===== src/rtl/i2c_pkg.sv =====
// Shared I2C definitions: arbiter FSM states, status codes and field widths
// reused by the arbiter and the I2C_master1 engine.
package i2c_pkg;

   localparam int unsigned I2C_ADDR_W = 7;
   localparam int unsigned I2C_DATA_W = 8;

   localparam logic [1:0] I2C_ST_OK      = 2'b00;
   localparam logic [1:0] I2C_ST_NACK    = 2'b01;
   localparam logic [1:0] I2C_ST_TIMEOUT = 2'b10;

   typedef enum logic [1:0] {
      ARB_IDLE,
      ARB_LAUNCH,
      ARB_WAIT,
      ARB_COMPLETE
   } arb_state_t;

endpackage


===== src/rtl/i2c_req_arbiter_rr_pick.sv =====
// Combinational round-robin selector: first set req bit scanning upward
// from rr_ptr, wrapping at NUM_REQ.
module rr_pick #(
   parameter int unsigned NUM_REQ = 4,
   parameter int unsigned PTR_W   = $clog2(NUM_REQ)
) (
   input  logic [NUM_REQ-1:0] req,
   input  logic [PTR_W-1:0]   rr_ptr,
   output logic [NUM_REQ-1:0] gnt,
   output logic               any
);

   logic [PTR_W-1:0] idx;

   always_comb begin
      gnt = '0;
      any = 1'b0;
      idx = '0;
      for (int unsigned k = 0; k < NUM_REQ; k++) begin
         idx = PTR_W'((32'(rr_ptr) + k) % NUM_REQ);
         if (!any && req[idx]) begin
            gnt[idx] = 1'b1;
            any      = 1'b1;
         end
      end
   end

endmodule


===== src/rtl/i2c_req_arbiter.sv =====
// Round-robin arbiter sharing one I2C master engine among NUM_REQ requesters,
// with a watchdog that aborts transactions the engine never completes.
module i2c_req_arbiter
   import i2c_pkg::*;
#(
   parameter int unsigned NUM_REQ     = 4,
   parameter int unsigned TIMEOUT_CYC = 4096
) (
   input  logic                    clk,
   input  logic                    reset,
   input  logic [NUM_REQ-1:0]      req,
   input  logic [NUM_REQ-1:0]      req_rw,
   input  logic [7*NUM_REQ-1:0]    req_slave_addr,
   input  logic [8*NUM_REQ-1:0]    req_reg_addr,
   input  logic [8*NUM_REQ-1:0]    req_wdata,
   output logic [NUM_REQ-1:0]      gnt,
   output logic [NUM_REQ-1:0]      done,
   output logic [7:0]              rdata,
   output logic [1:0]              status,
   output logic                    m_enable,
   output logic [6:0]              m_slave_addr,
   output logic [7:0]              m_reg_addr,
   output logic [7:0]              m_data_in,
   output logic                    m_read_write,
   input  logic                    m_done,
   input  logic                    m_nack,
   input  logic [7:0]              m_rdata
);

   localparam int unsigned PTR_W = $clog2(NUM_REQ);
   localparam int unsigned WD_W  = $clog2(TIMEOUT_CYC);

   arb_state_t         state, state_nxt;
   logic [WD_W-1:0]    wd, wd_nxt;
   logic [PTR_W-1:0]   rr_ptr, rr_ptr_nxt;
   logic [PTR_W-1:0]   gnt_idx, gnt_idx_nxt;
   logic [PTR_W-1:0]   pick_idx;
   logic [NUM_REQ-1:0] pick_gnt;
   logic               pick_any;

   logic [NUM_REQ-1:0] gnt_nxt, done_nxt;
   logic [7:0]         rdata_nxt, m_reg_addr_nxt, m_data_in_nxt;
   logic [1:0]         status_nxt;
   logic [6:0]         m_slave_addr_nxt;
   logic               m_enable_nxt, m_read_write_nxt;

   rr_pick #(
      .NUM_REQ (NUM_REQ),
      .PTR_W   (PTR_W)
   ) u_rr_pick (
      .req    (req),
      .rr_ptr (rr_ptr),
      .gnt    (pick_gnt),
      .any    (pick_any)
   );

   always_comb begin
      pick_idx = '0;
      for (int unsigned k = 0; k < NUM_REQ; k++) begin
         if (pick_gnt[k]) pick_idx = PTR_W'(k);
      end
   end

   always_comb begin
      state_nxt        = state;
      wd_nxt           = wd;
      rr_ptr_nxt       = rr_ptr;
      gnt_idx_nxt      = gnt_idx;
      gnt_nxt          = gnt;
      done_nxt         = '0;
      rdata_nxt        = rdata;
      status_nxt       = status;
      m_enable_nxt     = m_enable;
      m_slave_addr_nxt = m_slave_addr;
      m_reg_addr_nxt   = m_reg_addr;
      m_data_in_nxt    = m_data_in;
      m_read_write_nxt = m_read_write;

      case (state)
         ARB_IDLE: begin
            if (pick_any) begin
               gnt_nxt          = pick_gnt;
               gnt_idx_nxt      = pick_idx;
               m_slave_addr_nxt = req_slave_addr[pick_idx*I2C_ADDR_W +: I2C_ADDR_W];
               m_reg_addr_nxt   = req_reg_addr[pick_idx*I2C_DATA_W +: I2C_DATA_W];
               m_data_in_nxt    = req_wdata[pick_idx*I2C_DATA_W +: I2C_DATA_W];
               m_read_write_nxt = req_rw[pick_idx];
               state_nxt        = ARB_LAUNCH;
            end
         end
         ARB_LAUNCH: begin
            m_enable_nxt = 1'b1;
            wd_nxt       = '0;
            state_nxt    = ARB_WAIT;
         end
         ARB_WAIT: begin
            // m_done is tested first so it wins over a coincident terminal count
            if (m_done) begin
               rdata_nxt    = m_rdata;
               status_nxt   = m_nack ? I2C_ST_NACK : I2C_ST_OK;
               m_enable_nxt = 1'b0;
               done_nxt     = gnt;
               state_nxt    = ARB_COMPLETE;
            end else if (wd == WD_W'(TIMEOUT_CYC - 1)) begin
               status_nxt   = I2C_ST_TIMEOUT;
               m_enable_nxt = 1'b0;
               done_nxt     = gnt;
               state_nxt    = ARB_COMPLETE;
            end else begin
               wd_nxt = wd + 1'b1;
            end
         end
         ARB_COMPLETE: begin
            gnt_nxt    = '0;
            rr_ptr_nxt = (gnt_idx == PTR_W'(NUM_REQ - 1)) ? '0 : gnt_idx + 1'b1;
            state_nxt  = ARB_IDLE;
         end
         default: state_nxt = ARB_IDLE;
      endcase
   end

   always_ff @(posedge clk) begin
      if (!reset) state <= ARB_IDLE;
      else        state <= state_nxt;
   end

   always_ff @(posedge clk) begin
      if (!reset) begin
         wd           <= '0;
         rr_ptr       <= '0;
         gnt_idx      <= '0;
         gnt          <= '0;
         done         <= '0;
         rdata        <= '0;
         status       <= I2C_ST_OK;
         m_enable     <= 1'b0;
         m_slave_addr <= '0;
         m_reg_addr   <= '0;
         m_data_in    <= '0;
         m_read_write <= 1'b0;
      end else begin
         wd           <= wd_nxt;
         rr_ptr       <= rr_ptr_nxt;
         gnt_idx      <= gnt_idx_nxt;
         gnt          <= gnt_nxt;
         done         <= done_nxt;
         rdata        <= rdata_nxt;
         status       <= status_nxt;
         m_enable     <= m_enable_nxt;
         m_slave_addr <= m_slave_addr_nxt;
         m_reg_addr   <= m_reg_addr_nxt;
         m_data_in    <= m_data_in_nxt;
         m_read_write <= m_read_write_nxt;
      end
   end

endmodule


===== config.mk =====
export PLATFORM = sky130hd
export DESIGN_NAME = i2c_req_arbiter
export DESIGN_NICKNAME = d
export VERILOG_FILES = /design/src/rtl/i2c_pkg.sv /design/src/rtl/i2c_req_arbiter_rr_pick.sv /design/src/rtl/i2c_req_arbiter.sv
export SDC_FILE = /design/constraint.sdc
export NUM_CORES = 1
export LEC_CHECK = 0
export CORE_MARGIN = 1.5
export CORE_UTILIZATION = 25
export CTS_CLUSTER_DIAMETER = 100
export DETAILED_ROUTE_END_ITERATION = 8
export DONT_BUFFER_PORTS = 1
export SYNTH_ARGS = -nofsm -noshare
export SYNTH_HDL_FRONTEND = slang
export SYNTH_SLANG_ARGS = --single-unit

===== constraint.sdc =====
create_clock -name clk -period 8.09 [get_ports clk]
set_input_delay 1.618 -clock clk [delete_from_list [all_inputs] [get_ports clk]]
set_output_delay 1.618 -clock clk [all_outputs]
set_load 0.02 [all_outputs]

==> Yosys cells after proc, flatten, opt, wreduce, memory -nomap -nowiden <==
Index checks and enable logic that the tools add are counted.
{ "word_totals": {"elab_cells": 112, "regBits": 61, "in_bits": 112, "out_inout_bits": 43} }
{ "classes": {"addsub": 5, "n_mul": 1, "n_lt_le_gt_ge": 9, "bitwise_logic": 3, "n_reduce_logical": 22, "mux": 47, "shift": 3, "n_eq_ne": 9} }
{ "ops": {"columns": ["op", "n"], "rows": [
  ["32-bit by 6-bit variable part select with 8-bit output", 2],
  ["4-bit two-way mux", 7],
  ["28-bit by 6-bit variable part select with 7-bit output", 1],
  ["12-bit two-way mux", 2],
  ["12-bit one-hot mux with 2 select lines", 1],
  ["1-bit two-way mux", 17],
  ["2-bit two-way mux", 8],
  ["2-bit by 3-bit < comparator with 1-bit output, second input constant", 5],
  ["2-bit AND reduction", 7],
  ["12-bit by 1-bit adder with 12-bit output, second input constant", 1],
  ["12-bit == test, second input constant", 1],
  ["4-bit OR", 3],
  ["1-bit binary-select mux with 2-bit select", 5],
  ["1-bit demux with 2-bit select", 4],
  ["2-bit by 1-bit >= comparator with 1-bit output, second input constant", 4],
  ["2-bit one-hot mux with 4 select lines", 1],
  ["4-bit one-hot mux with 2 select lines", 1],
  ["1-bit logical AND", 7],
  ["2-bit == test, second input constant", 3],
  ["2-bit != test, second input constant", 3],
  ["2-bit nonzero test", 3],
  ["2-bit by 3-bit multiplier with 5-bit output, second input constant", 1],
  ["2-bit by 1-bit adder with 2-bit output, second input constant", 2],
  ["2-bit adder, second input constant", 2],
  ["6 further kinds", 8]
]} }

==> Logic depth before layout (Yosys ltp) <==
Gate-level depths: netlist (run 1).
{ "depth": {"ltp_word": 17, "ltp_mapped": 11, "ltp_nobuf": 8} }

==> Cells and area by module <==
Synthesis (run 1) repeated with hierarchy kept, for this count alone.
{ "hier_totals": {"hier_cells": 462, "hier_area_um2": 3742.3} }
{ "by_module_without_submodules": {"columns": ["module", "area_each_um2", "n_inst", "seq_area_each_um2", "cells_per_inst"], "rows": [
  ["i2c_req_arbiter", 3248.1, 1, 1221.2, 400],
  ["rr_pick", 494.2, 1, 0.0, 62]
]} }

==> Worst setup path before layout (run 1) <==
Ideal clock, no wire load.
{ "synth_path": {"path_kind": "input port to flip-flop", "from": "input port req[1]", "to": "register gnt[2]", "required_ns": 7.962, "setup_slack_ns": 4.643, "arrival_ns": 3.319, "n_path_buf": 3, "setup_time_ns": 0.128, "cell_stages": 9, "path_cell_list": "clkbuf_4 -> mux4_2 -> nand3b_2 -> o31ai_1 -> a221o_2 -> buf_6 -> buf_4 -> a22oi_1 -> nor2_1"} }
{ "synth_between": {"elab_chain_cells": 14, "word_cells_on_any_way": 29, "classes_between": "eq/ne (1); mux (18); bitwise (3); reduce/logical (7)"} }
{ "synth_lines": {"columns": ["item", "line", "text"], "rows": [
  ["start: declaration", "i2c_req_arbiter.sv:11", "input logic [NUM_REQ-1:0] req,"],
  ["1-bit binary-select mux with 2-bit select", "i2c_req_arbiter_rr_pick.sv:21", "if (!any && req[idx]) begin"],
  ["1-bit two-way mux (implied by the code)", "i2c_req_arbiter_rr_pick.sv:21", null],
  ["1-bit two-way mux", "i2c_req_arbiter_rr_pick.sv:21", null],
  ["1-bit logical NOT", "i2c_req_arbiter_rr_pick.sv:21", null],
  ["1-bit logical AND", "i2c_req_arbiter_rr_pick.sv:21", null],
  ["1-bit two-way mux", "i2c_req_arbiter_rr_pick.sv:21", null],
  ["1-bit logical NOT", "i2c_req_arbiter_rr_pick.sv:21", null],
  ["1-bit logical AND", "i2c_req_arbiter_rr_pick.sv:21", null],
  ["1-bit two-way mux", "i2c_req_arbiter_rr_pick.sv:21", null],
  ["1-bit logical NOT", "i2c_req_arbiter_rr_pick.sv:21", null],
  ["1-bit logical AND", "i2c_req_arbiter_rr_pick.sv:21", null],
  ["4-bit two-way mux or 1-bit two-way mux (tied branches)", "i2c_req_arbiter_rr_pick.sv:21", null],
  ["4-bit two-way mux or 2-bit != test (tied branches)", null, null],
  ["4-bit one-hot mux with 2 select lines or 2-bit AND reduction (tied branches)", null, null],
  ["end signal: assignment", "i2c_req_arbiter.sv:145", "gnt <= gnt_nxt;"],
  ["end: declaration", "i2c_req_arbiter.sv:16", "output logic [NUM_REQ-1:0] gnt,"]
]} }
Several ways; a longest one is shown, not always the timed one. The select of a mux whose other input is x is not followed.
A chain may end at the register's enable or synchronous reset.

==> Final worst setup path (run 1) <==
{ "layout_path": {"from": "register rr_ptr[0]", "to": "register m_reg_addr[4]"} }
{ "layout_between": {"elab_chain_cells": 16, "word_cells_on_any_way": 53, "classes_between": "add/sub (3); order compare (8); shift (1); mux (27); bitwise (3); reduce/logical (11)"} }
{ "layout_lines": {"columns": ["item", "line", "text"], "rows": [
  ["start: declaration", "i2c_req_arbiter.sv:35", "logic [PTR_W-1:0] rr_ptr, rr_ptr_nxt;"],
  ["start signal: assignment", "i2c_req_arbiter.sv:143", "rr_ptr <= rr_ptr_nxt;"],
  ["parallel branches: the longest is 16 deep, another holds 2-bit by 3-bit < comparator with 1-bit output", null, null],
  ["end signal: assignment", "i2c_req_arbiter.sv:151", "m_reg_addr <= m_reg_addr_nxt;"],
  ["end: declaration", "i2c_req_arbiter.sv:22", "output logic [7:0] m_reg_addr,"]
]} }
Several ways; the timed one is not identified. The select of a mux whose other input is x is not followed.

==> results of run 1 <==
[flip-flops by register name, summed over array words and instances, names as in the netlist]
register and flops:
status 2, wd 12, rdata 8, m_data_in 8
gnt 4, m_enable 1, m_slave_addr 7, rr_ptr 2
done 4, m_read_write 1, state 2, m_reg_addr 8
gnt_idx 2
[power groups by stage]
| stage | sequential, mW | clock (mW) | combinational (mW) |
|---|---|---|---|
| after global placement | 0.540 | 0 | 0.482 |
| after detailed placement | 0.542 | 0 | 0.499 |
| after global routing | 0.543 | 0.383 | 0.565 |
| after floorplan | 0.509 | 0 | 0.414 |
| after CTS | 0.536 | 0.370 | 0.501 |
| final | 0.534 | 0.358 | 0.507 |
[cells by family (layout without fill, tap and decap cells)]
| group | after synthesis | count (layout) |
|---|---|---|
| buffers and inverters | 53 | 25 |
| adder cells (fa/ha/maj) | 13 | 13 |
| AO/OA/AOI/OAI | 179 | 179 |
| XOR/XNOR | 6 | 6 |
| flip-flops | 61 | 61 |
| multiplexers | 10 | 10 |
| AND/OR/NAND/NOR | 143 | 143 |
[cell type report]
type / instances / area share, %
Inverter: 9 / 0.824
Multi-Input combinational cell: 351 / 57.1
Tap cell: 184 / 5.61
Sequential cell: 61 / 29.8
Clock inverter: 7 / 1.22
Clock buffer: 9 / 5.49
[cells in the final DEF (no fill, tap or decap), types with 2 or more instances in the layout]
cell type | synthesis | routed
clkinv_2 | 0 | 2
nand4_1 | 25 | 25
nand2b_1 | 6 | 6
nand3b_1 | 2 | 2
ha_1 | 13 | 13
nand3_1 | 30 | 30
a22oi_1 | 5 | 5
o31ai_1 | 29 | 29
or4_1 | 4 | 4
a21oi_1 | 43 | 43
or3_1 | 3 | 3
dfxtp_1 | 61 | 61
mux2i_1 | 6 | 6
nor3_1 | 3 | 3
a211oi_1 | 4 | 4
clkbuf_16 | 0 | 9
a31oi_1 | 25 | 25
xor2_1 | 3 | 3
inv_6 | 0 | 2
o21ai_1 | 2 | 2
mux4_2 | 4 | 4
o21ai_0 | 30 | 30
nand2_1 | 32 | 31
a211o_1 | 24 | 24
xnor2_1 | 3 | 3
clkinvlp_4 | 0 | 3
nor2_1 | 21 | 21
and2_1 | 2 | 2
and3_1 | 9 | 9
inv_1 | 9 | 9
[per-stage QoR]
stage / area (sq um) / instances / setup slack, ps / util, % / power [mW]
final: 4100 / 621 / 4310 / 27.9 / 1.40
after global routing: 4100 / 621 / 3990 / 27.9 / 1.49
after CTS: 4100 / 621 / 4300 / 27.9 / 1.41
after detailed placement: 3830 / 605 / 4070 / 26.0 / 1.04
after global placement: 3830 / 605 / 4170 / 26.0 / 1.02
after floorplan: 3810 / 465 / 4640 / - / 0.923
[per-layer routing]
metal	up-vias	track usage, %
met1	1768	17.7
met5	-	0
met2	210	28.1
li1	1722	-
met4	0	6.76
met3	27	4.89
[final timing paths]
| path | depth (start not counted) | start | endpoint | slack, ps |
|---|---|---|---|---|
| max | 8 | rr_ptr[0] | m_reg_addr[4] | 4310 |
| min | 2 | wd[1] | wd[1] | 480 |
| max reg2reg | 8 | rr_ptr[0] | m_reg_addr[4] | 4310 |
| min reg2reg | 2 | wd[1] | wd[1] | 480 |
[worst max-delay path, cell delays in order (launching register included)]
cell,delay [ps]
dfxtp_1,630
inv_1,270
ha_1,430
or3b_4,430
a2111oi_4,500
or3_1,240
a221o_2,830
nand3_1,180
a31oi_1,170
==> reports/results.txt, run 1 <==
Outcome: complete, no violations
Clock Path Buffers: 2
Post-synthesis sequential area ratio: 32.0%
Critical path class: reg2reg
Hold-fix buffers at CTS: 0
Syn_nets: 590
Layout fillers: 1547
CP Capture Type: flop
TNS Setup: 0 ps
Syn Area/Cell: 8.20 sq um
Largest family of logic cells by synthesized area: compound AO/OA/AOI/OAI gates
Top_reg_cell synth: dfxtp_1
Vias per inst: 6.00
CP max FO: 49
Initial antenna violation count: 0
Site Rows: 44
Sw Share: 45.4%
Layout cells sized above 1: 7.55%
Final setup violation count: 0
Synth Instances: 465
Core ar.: 0.0147 sq mm
Most frequent cell after synthesis: dfxtp_1
Die Wd: 127 um
Cell taking the most area after synthesis: dfxtp_1
Commonest cells post-synth: dfxtp_1, a21oi_1, nand2_1, nand3_1, o21ai_0
Sink Count: 61
Slew @ Worst Pin: 1260 ps
Net load switching power: 0.635 mW
Setup repair after global routing missed its margin: false
Flop pwr share: 38.2%
Slew HR: 16.0%
Port bufs: 0
GRT overflow: 0
Internal power: 0.763 mW
Final hold violations: 0
Netlist cell types: 54
Synth top area cells: dfxtp_1, o31ai_1, a21oi_1
RD Place Congestion: 0.813
DRC viols: 0
Post-synthesis instance area: 0.00381 sq mm
Setup bufs post-CTS: 0
Total number of vias: 3727
Num CTS Buffers: 9
Comb pwr share: 36.2%
Synth Area in Simple Gates: 19.6%
Tot GR Track Use: 15.9%
Top layer reached by signal wires: met4
Die H: 127 um
Mux contribution to synthesized area: 3.94%
Peak supply drop: 0.110 mV
Die area: 0.0160 sq mm
Wl on met1: 5170 um
Post-Synth XOR/XNOR Area: 1.38%
Complex-gate fraction of the synthesized area: 31.7%
Critical Path RT: 8350 ps
WL met2: 6480 um
Hold_ws: 481 ps
Crit share post-route: 46.8%
Total wire length: 13000 um
Ys async rst share: 0%
Leakage: 1.44 nW
Seq. cell area: 0.00122 sq mm
EDFF count, synth: 0
P&R area growth vs syn: 7.55%
Largest net degree at the start of global routing: 51
# diodes: 0
Clock share of power: 25.6%
Top cell type's share of synthesized area: 32.0%
Max-cap violations: 0
CTS tree: done
Starting Density: 25.9%
Post-cts sizing count: 0
DR pass1 iterations: 6
Worst-Skew Late Latency: 330 ps
#FFs+latches synth: 61
Hold Crit Class: reg2reg
PD cells: 341 mW/mm^2
Arr. time, crit path: 4040 ps
Met3 routed WL: 1050 um
Element type at the critical path start: flop
Nets: 557
DRT iter0 DRCs: 318
Achievable Freq: 264 MHz
CTS root buf: clkbuf_16
Vias in the first global route: 3788
Clock skew: 5.75 ps
Area of the multi-input gates: 0.00234 sq mm
Ys Warns: 0
Detail Route Antenna Nets: 0
IO Pins: 155
Global-route wire length before repair: 19900 um
Synthesized-area fraction occupied by adder cells: 4.27%
Final Max Tran Viols: 0
Final Critical Period: 3780 ps
Drt wl/cell: 20.9 um
H-Tree Depth: 3
Worst-path clk slew: 60 ps
Post-DP HPWL: 8690 um
(Power assumes the default switching activity.)
==> run 2: changes to the inputs <==
- clock period: 8.09 -> 3.34 ns (I/O delays scaled with it)
==> reports/results.txt, run 2 (synthesis results as in run 1) <==
Flop pwr share: 36.8% (was 38.2%)
Final setup violation count: 0 (unchanged)
Core ar.: 0.0147 sq mm (unchanged)
Commonest non-fill, non-tap cell in the layout: dfxtp_1 (unchanged)
GRT overflow: 0 (unchanged)
Slew HR: 23.2% (was 16.0%)
PD cells: 831 mW/mm^2 (was 341 mW/mm^2)
Worst-Skew Late Latency: 330 ps (about the same)
Seq. cell area: 0.00122 sq mm (unchanged)
H-Tree Depth: 3 (unchanged)
Largest net degree at the start of global routing: 35 (was 51)
Final Critical Period: 3190 ps (was 3780 ps)
# placed instances: 611 (was 605)
Vias in the first global route: 3744 (was 3788)
Drt wl/cell: 20.2 um (was 20.9 um)
Internal power: 1.97 mW (was 0.763 mW)
Achievable Freq: 314 MHz (was 264 MHz)
Hold_ws: 468 ps (was 481 ps)
Finished Layout Cells: 627 (was 621)
Setup repair after global routing missed its margin: false (unchanged)
Pre-CTS setup slack: -39.6 ps (was 4070 ps)
Final Core Density: 28.6% (was 27.9%)
Port bufs: 0 (unchanged)
Crit path largest cell delay: 650 ps (was 830 ps)
IO Pins: 155 (unchanged)
CTS tree: done (unchanged)
Worst Setup Slack, final: 154 ps (was 4310 ps)
Detail Route Antenna Nets: 0 (unchanged)
Crit share post-route: 95.4% (was 46.8%)
Die H: 127 um (unchanged)
Top reg by flops: wd (unchanged)
Comb pwr share: 36.6% (was 36.2%)
Sw Share: 43.5% (was 45.4%)
Leakage: 1.49 nW (was 1.44 nW)
CTS root buf: clkbuf_16 (unchanged)
Num CTS Buffers: 9 (unchanged)
Die Wd: 127 um (unchanged)
DRT iter0 DRCs: 273 (was 318)
Setup bufs post-CTS: 0 (unchanged)
Nets: 563 (was 557)
Initial antenna violation count: 0 (unchanged)
Max FFs per register: 12 (unchanged)
Net load switching power: 1.52 mW (was 0.635 mW)
Element type at the critical path start: flop (unchanged)
Vias per inst: 5.96 (was 6.00)
TNS Setup: 0 ps (unchanged)
Hold Crit Class: in2reg (was reg2reg)
Slew @ Worst Pin: 1150 ps (was 1260 ps)
Critical path class: reg2reg (unchanged)
Layout fillers: 1550 (was 1547)
Commonest cells after routing, fill and taps aside: dfxtp_1, a21oi_1, nand2_1 (unchanged)
CP Cell Sequence: inv_1 > ha_1 > mux4_2 > nand3b_2 > o31ai_1 > a221o_4 > buf_12 > a211o_1 > a31oi_1 (was inv_1 > ha_1 > or3b_4 > a2111oi_4 > or3_1 > a221o_2 > nand3_1 > a31oi_1)
Total wire length: 12700 um (was 13000 um)
Clock skew: 6.25 ps (was 5.75 ps)
Outcome: complete, no violations (unchanged)
Layout cells sized above 1: 8.80% (was 7.55%)
DRC viols: 0 (unchanged)
CP Capture Type: flop (unchanged)
P&R area growth vs syn: 10.2% (was 7.55%)
Worst-path clk slew: 60 ps (about the same)
Critical Path RT: 3610 ps (was 8350 ps)
Hold-fix buffers at CTS: 0 (unchanged)
CP max FO: 34 (was 49)
Post-DP HPWL: 8850 um (was 8690 um)
Clock Path Buffers: 2 (unchanged)
Cell at the slowest stage of the critical path: mux4_2 (was a221o_2)
Arr. time, crit path: 3450 ps (was 4040 ps)
# diodes: 0 (unchanged)
DR pass1 iterations: 5 (was 6)
Global-route wire length before repair: 19700 um (was 19900 um)
RD Place Congestion: 0.839 (was 0.813)
Total number of vias: 3739 (was 3727)
Peak supply drop: 0.259 mV (was 0.110 mV)
Total power after layout: 3.49 mW (was 1.40 mW)
Final hold violations: 0 (unchanged)
Site Rows: 44 (unchanged)
Die area: 0.0160 sq mm (unchanged)
Placed Area: 0.00388 sq mm (was 0.00383 sq mm)
Clock share of power: 26.6% (was 25.6%)
Max-cap violations: 0 (unchanged)
Tot GR Track Use: 15.6% (was 15.9%)
Starting Density: 25.9% (unchanged)
Area of the multi-input gates: 0.00237 sq mm (was 0.00234 sq mm)
Sink Count: 61 (unchanged)
Finished layout cell area: 0.00420 sq mm (was 0.00410 sq mm)
Final Max Tran Viols: 0 (unchanged)
run 2: power groups by stage:
stage / Combinational, mW / Clock, mW / Sequential, mW
6_report: 1.28 / 0.929 / 1.28
5_1_grt: 1.42 / 0.986 / 1.31
4_1_cts: 1.26 / 0.952 / 1.29
3_5_place_dp: 1.25 / 0 / 1.30
3_3_place_gp: 1.21 / 0 / 1.30
2_1_floorplan: 1.00 / 0 / 1.23
run 2: final cells by class:
type	instances	area share, %
inverter	9	0.804
clock buffer	12	5.86
sequential	61	29.0
multi-input combinational	351	56.3
tap	184	5.48
clock inverter	4	1.13
timing repair buffer	6	1.37
run 2: critical path: cells and delay by family (launching register included):
family / cells / cell delay, ps
compound gates: 4 / 1040
mux: 1 / 650
flops: 1 / 490
fa+ha+maj: 1 / 410
buf+inv: 2 / 390
simple gates: 1 / 120
run 2: what timing repair did:
item,CTS,global route
cloned,0,0
pin swaps,0,1
gates resized for setup,1,4
setup endpoints to repair,9,24
run 2: worst paths after layout:
path | from | end | slack (ps) | cells after the start
max | rr_ptr[1] | m_data_in[7] | 150 | 9
min | m_rdata[7] | rdata[7] | 470 | 2
min reg2reg | wd[8] | wd[8] | 470 | 2
max reg2reg | rr_ptr[1] | m_data_in[7] | 150 | 9
run 2: routing by layer:
layer  global-route usage (%)  routed length [um]  part of all wire [%]  up-vias
li1                         -                   -                     -     1727
met1                     19.1                5200                    41     1787
met2                     26.1                6120                    48      194
met3                     4.26                1020                   8.0       31
met4                     6.42                 314                   2.5        0
met5                        0                   0                     0        -
==> run 3: changes to the inputs <==
- PLACE_DENSITY: not set -> 0.36
- SLEW_MARGIN: not set -> 20
- clock period: 3.34 -> 4.1 ns (I/O delays scaled with it)
==> reports/results.txt, run 3 (synthesis results as in run 1) <==
Outcome: complete, no violations (unchanged)
Die H: 127 um (unchanged)
IO Pins: 155 (unchanged)
Final Critical Period: 3320 ps (was 3190 ps)
Reg2Reg Depth: 9 (unchanged)
DRC viols: 0 (unchanged)
Crit share post-route: 80.9% (was 95.4%)
Total number of vias: 3704 (was 3739)
RD Place Congestion: 0.780 (was 0.839)
Detail Route Antenna Nets: 0 (unchanged)
Hold Crit Depth: 2 (unchanged)
Finished Layout Cells: 629 (was 627)
CTS root buf: clkbuf_16 (unchanged)
Post-DP HPWL: 9420 um (was 8850 um)
Commonest non-fill, non-tap cell in the layout: dfxtp_1 (unchanged)
Hold_ws: 470 ps (was 468 ps)
Drt wl/cell: 22.3 um (was 20.2 um)
Wl on met1: 5910 um (was 5200 um)
DR pass1 iterations: 5 (unchanged)
Vias in the first global route: 3834 (was 3744)
Top layer reached by signal wires: met4 (unchanged)
Core ar.: 0.0147 sq mm (unchanged)
Element type at the critical path start: flop (unchanged)
Tot GR Track Use: 17.5% (was 15.6%)
Die Wd: 127 um (unchanged)
Setup repair after global routing missed its margin: false (unchanged)
Slew HR: 32.6% (was 23.2%)
Max FFs per register: 12 (unchanged)
Num CTS Buffers: 9 (unchanged)
PD cells: 706 mW/mm^2 (was 831 mW/mm^2)
GRT overflow: 0 (unchanged)
Final hold violations: 0 (unchanged)
Peak supply drop: 0.209 mV (was 0.259 mV)
CTS tree: done (unchanged)
Site Rows: 44 (unchanged)
Layout cells sized above 1: 9.21% (was 8.80%)
TNS Setup: 0 ps (unchanged)
Total wire length: 14000 um (was 12700 um)
Global-route wire length before repair: 21600 um (was 19700 um)
Largest net degree at the start of global routing: 50 (was 35)
H-Tree Depth: 3 (unchanged)
CP max FO: 24 (was 34)
Clock Path Buffers: 2 (unchanged)
Final setup violation count: 0 (unchanged)
Top reg by flops: wd (unchanged)
Sink Count: 61 (unchanged)
Vias per inst: 5.89 (was 5.96)
Commonest cells after routing, fill and taps aside: dfxtp_1, a21oi_1, nand2_1 (unchanged)
Initial antenna violation count: 0 (unchanged)
Worst-path clk slew: 60 ps (about the same)
Final Max Tran Viols: 0 (unchanged)
Slew @ Worst Pin: 1010 ps (was 1150 ps)
Clock skew: 4.48 ps (was 6.25 ps)
Nets: 565 (was 563)
Setup bufs post-CTS: 0 (unchanged)
Max-cap violations: 0 (unchanged)
Pre-CTS setup slack: 802 ps (was -39.6 ps)
DRT iter0 DRCs: 311 (was 273)
Arr. time, crit path: 3540 ps (was 3450 ps)
# placed instances: 613 (was 611)
Critical Path RT: 4320 ps (was 3610 ps)
Worst Setup Slack, final: 785 ps (was 154 ps)
Port bufs: 0 (unchanged)
Achievable Freq: 302 MHz (was 314 MHz)
Met3 routed WL: 1280 um (was 1020 um)
Post-cts sizing count: 0 (was 1)
WL met2: 6500 um (was 6120 um)
Leakage: 1.52 nW (was 1.49 nW)
Hold-fix buffers at CTS: 0 (unchanged)
Worst-Skew Late Latency: 340 ps (was 330 ps)
Die area: 0.0160 sq mm (unchanged)
P&R area growth vs syn: 11.7% (was 10.2%)
CP Capture Type: flop (unchanged)
# diodes: 0 (unchanged)
Hold Crit Class: reg2reg (was in2reg)
Critical path class: reg2reg (unchanged)
Starting Density: 25.9% (unchanged)
[run 3: layout make-up]
class                           count  area [sq um]
Clock buffer                       10           239
Clock inverter                      6           110
Fill cell                        1568         10400
Inverter                            9          33.8
Multi-Input combinational cell    351          2350
Sequential cell                    61          1220
Tap cell                          184           230
Timing Repair Buffer                8          72.6
[run 3: worst paths after layout]
| path | start | to | slack (ps) |
|---|---|---|---|
| worst max-delay path | rr_ptr[1] | m_read_write | 780 |
| worst min-delay path | wd[1] | wd[1] | 470 |
| worst max register to register | rr_ptr[1] | m_read_write | 780 |
| worst min register to register | wd[1] | wd[1] | 470 |
[run 3: where the power goes]
part           switching, mW  internal [mW]
clock                  0.297          0.609
combinational          0.679          0.372
sequential             0.298          0.752
total                   1.27           1.73
[run 3: per-layer routing]
layer  global-route usage, %  vias up
li1                        -     1736
met1                    21.2     1765
met2                    28.4      179
met3                    6.71       24
met4                    6.02        0
met5                       0        -
[run 3: critical path: stages (launching register included)]
cell	delay (ps)
dfxtp_1	500
inv_1	170
ha_1	380
or3b_4	430
a2111oi_4	510
o31ai_1	160
nand2_2	430
buf_4	350
a211o_1	170
a31oi_1	80
[run 3: stage by stage]
stage | util (%) | area [sq um] | power (mW)
after floorplan | - | 3810 | 1.82
after CTS | 29.0 | 4260 | 3.04
after global routing | 29.0 | 4260 | 3.20
after global placement | 26.5 | 3900 | 2.10
after detailed placement | 26.6 | 3910 | 2.12
final | 29.0 | 4260 | 3.01
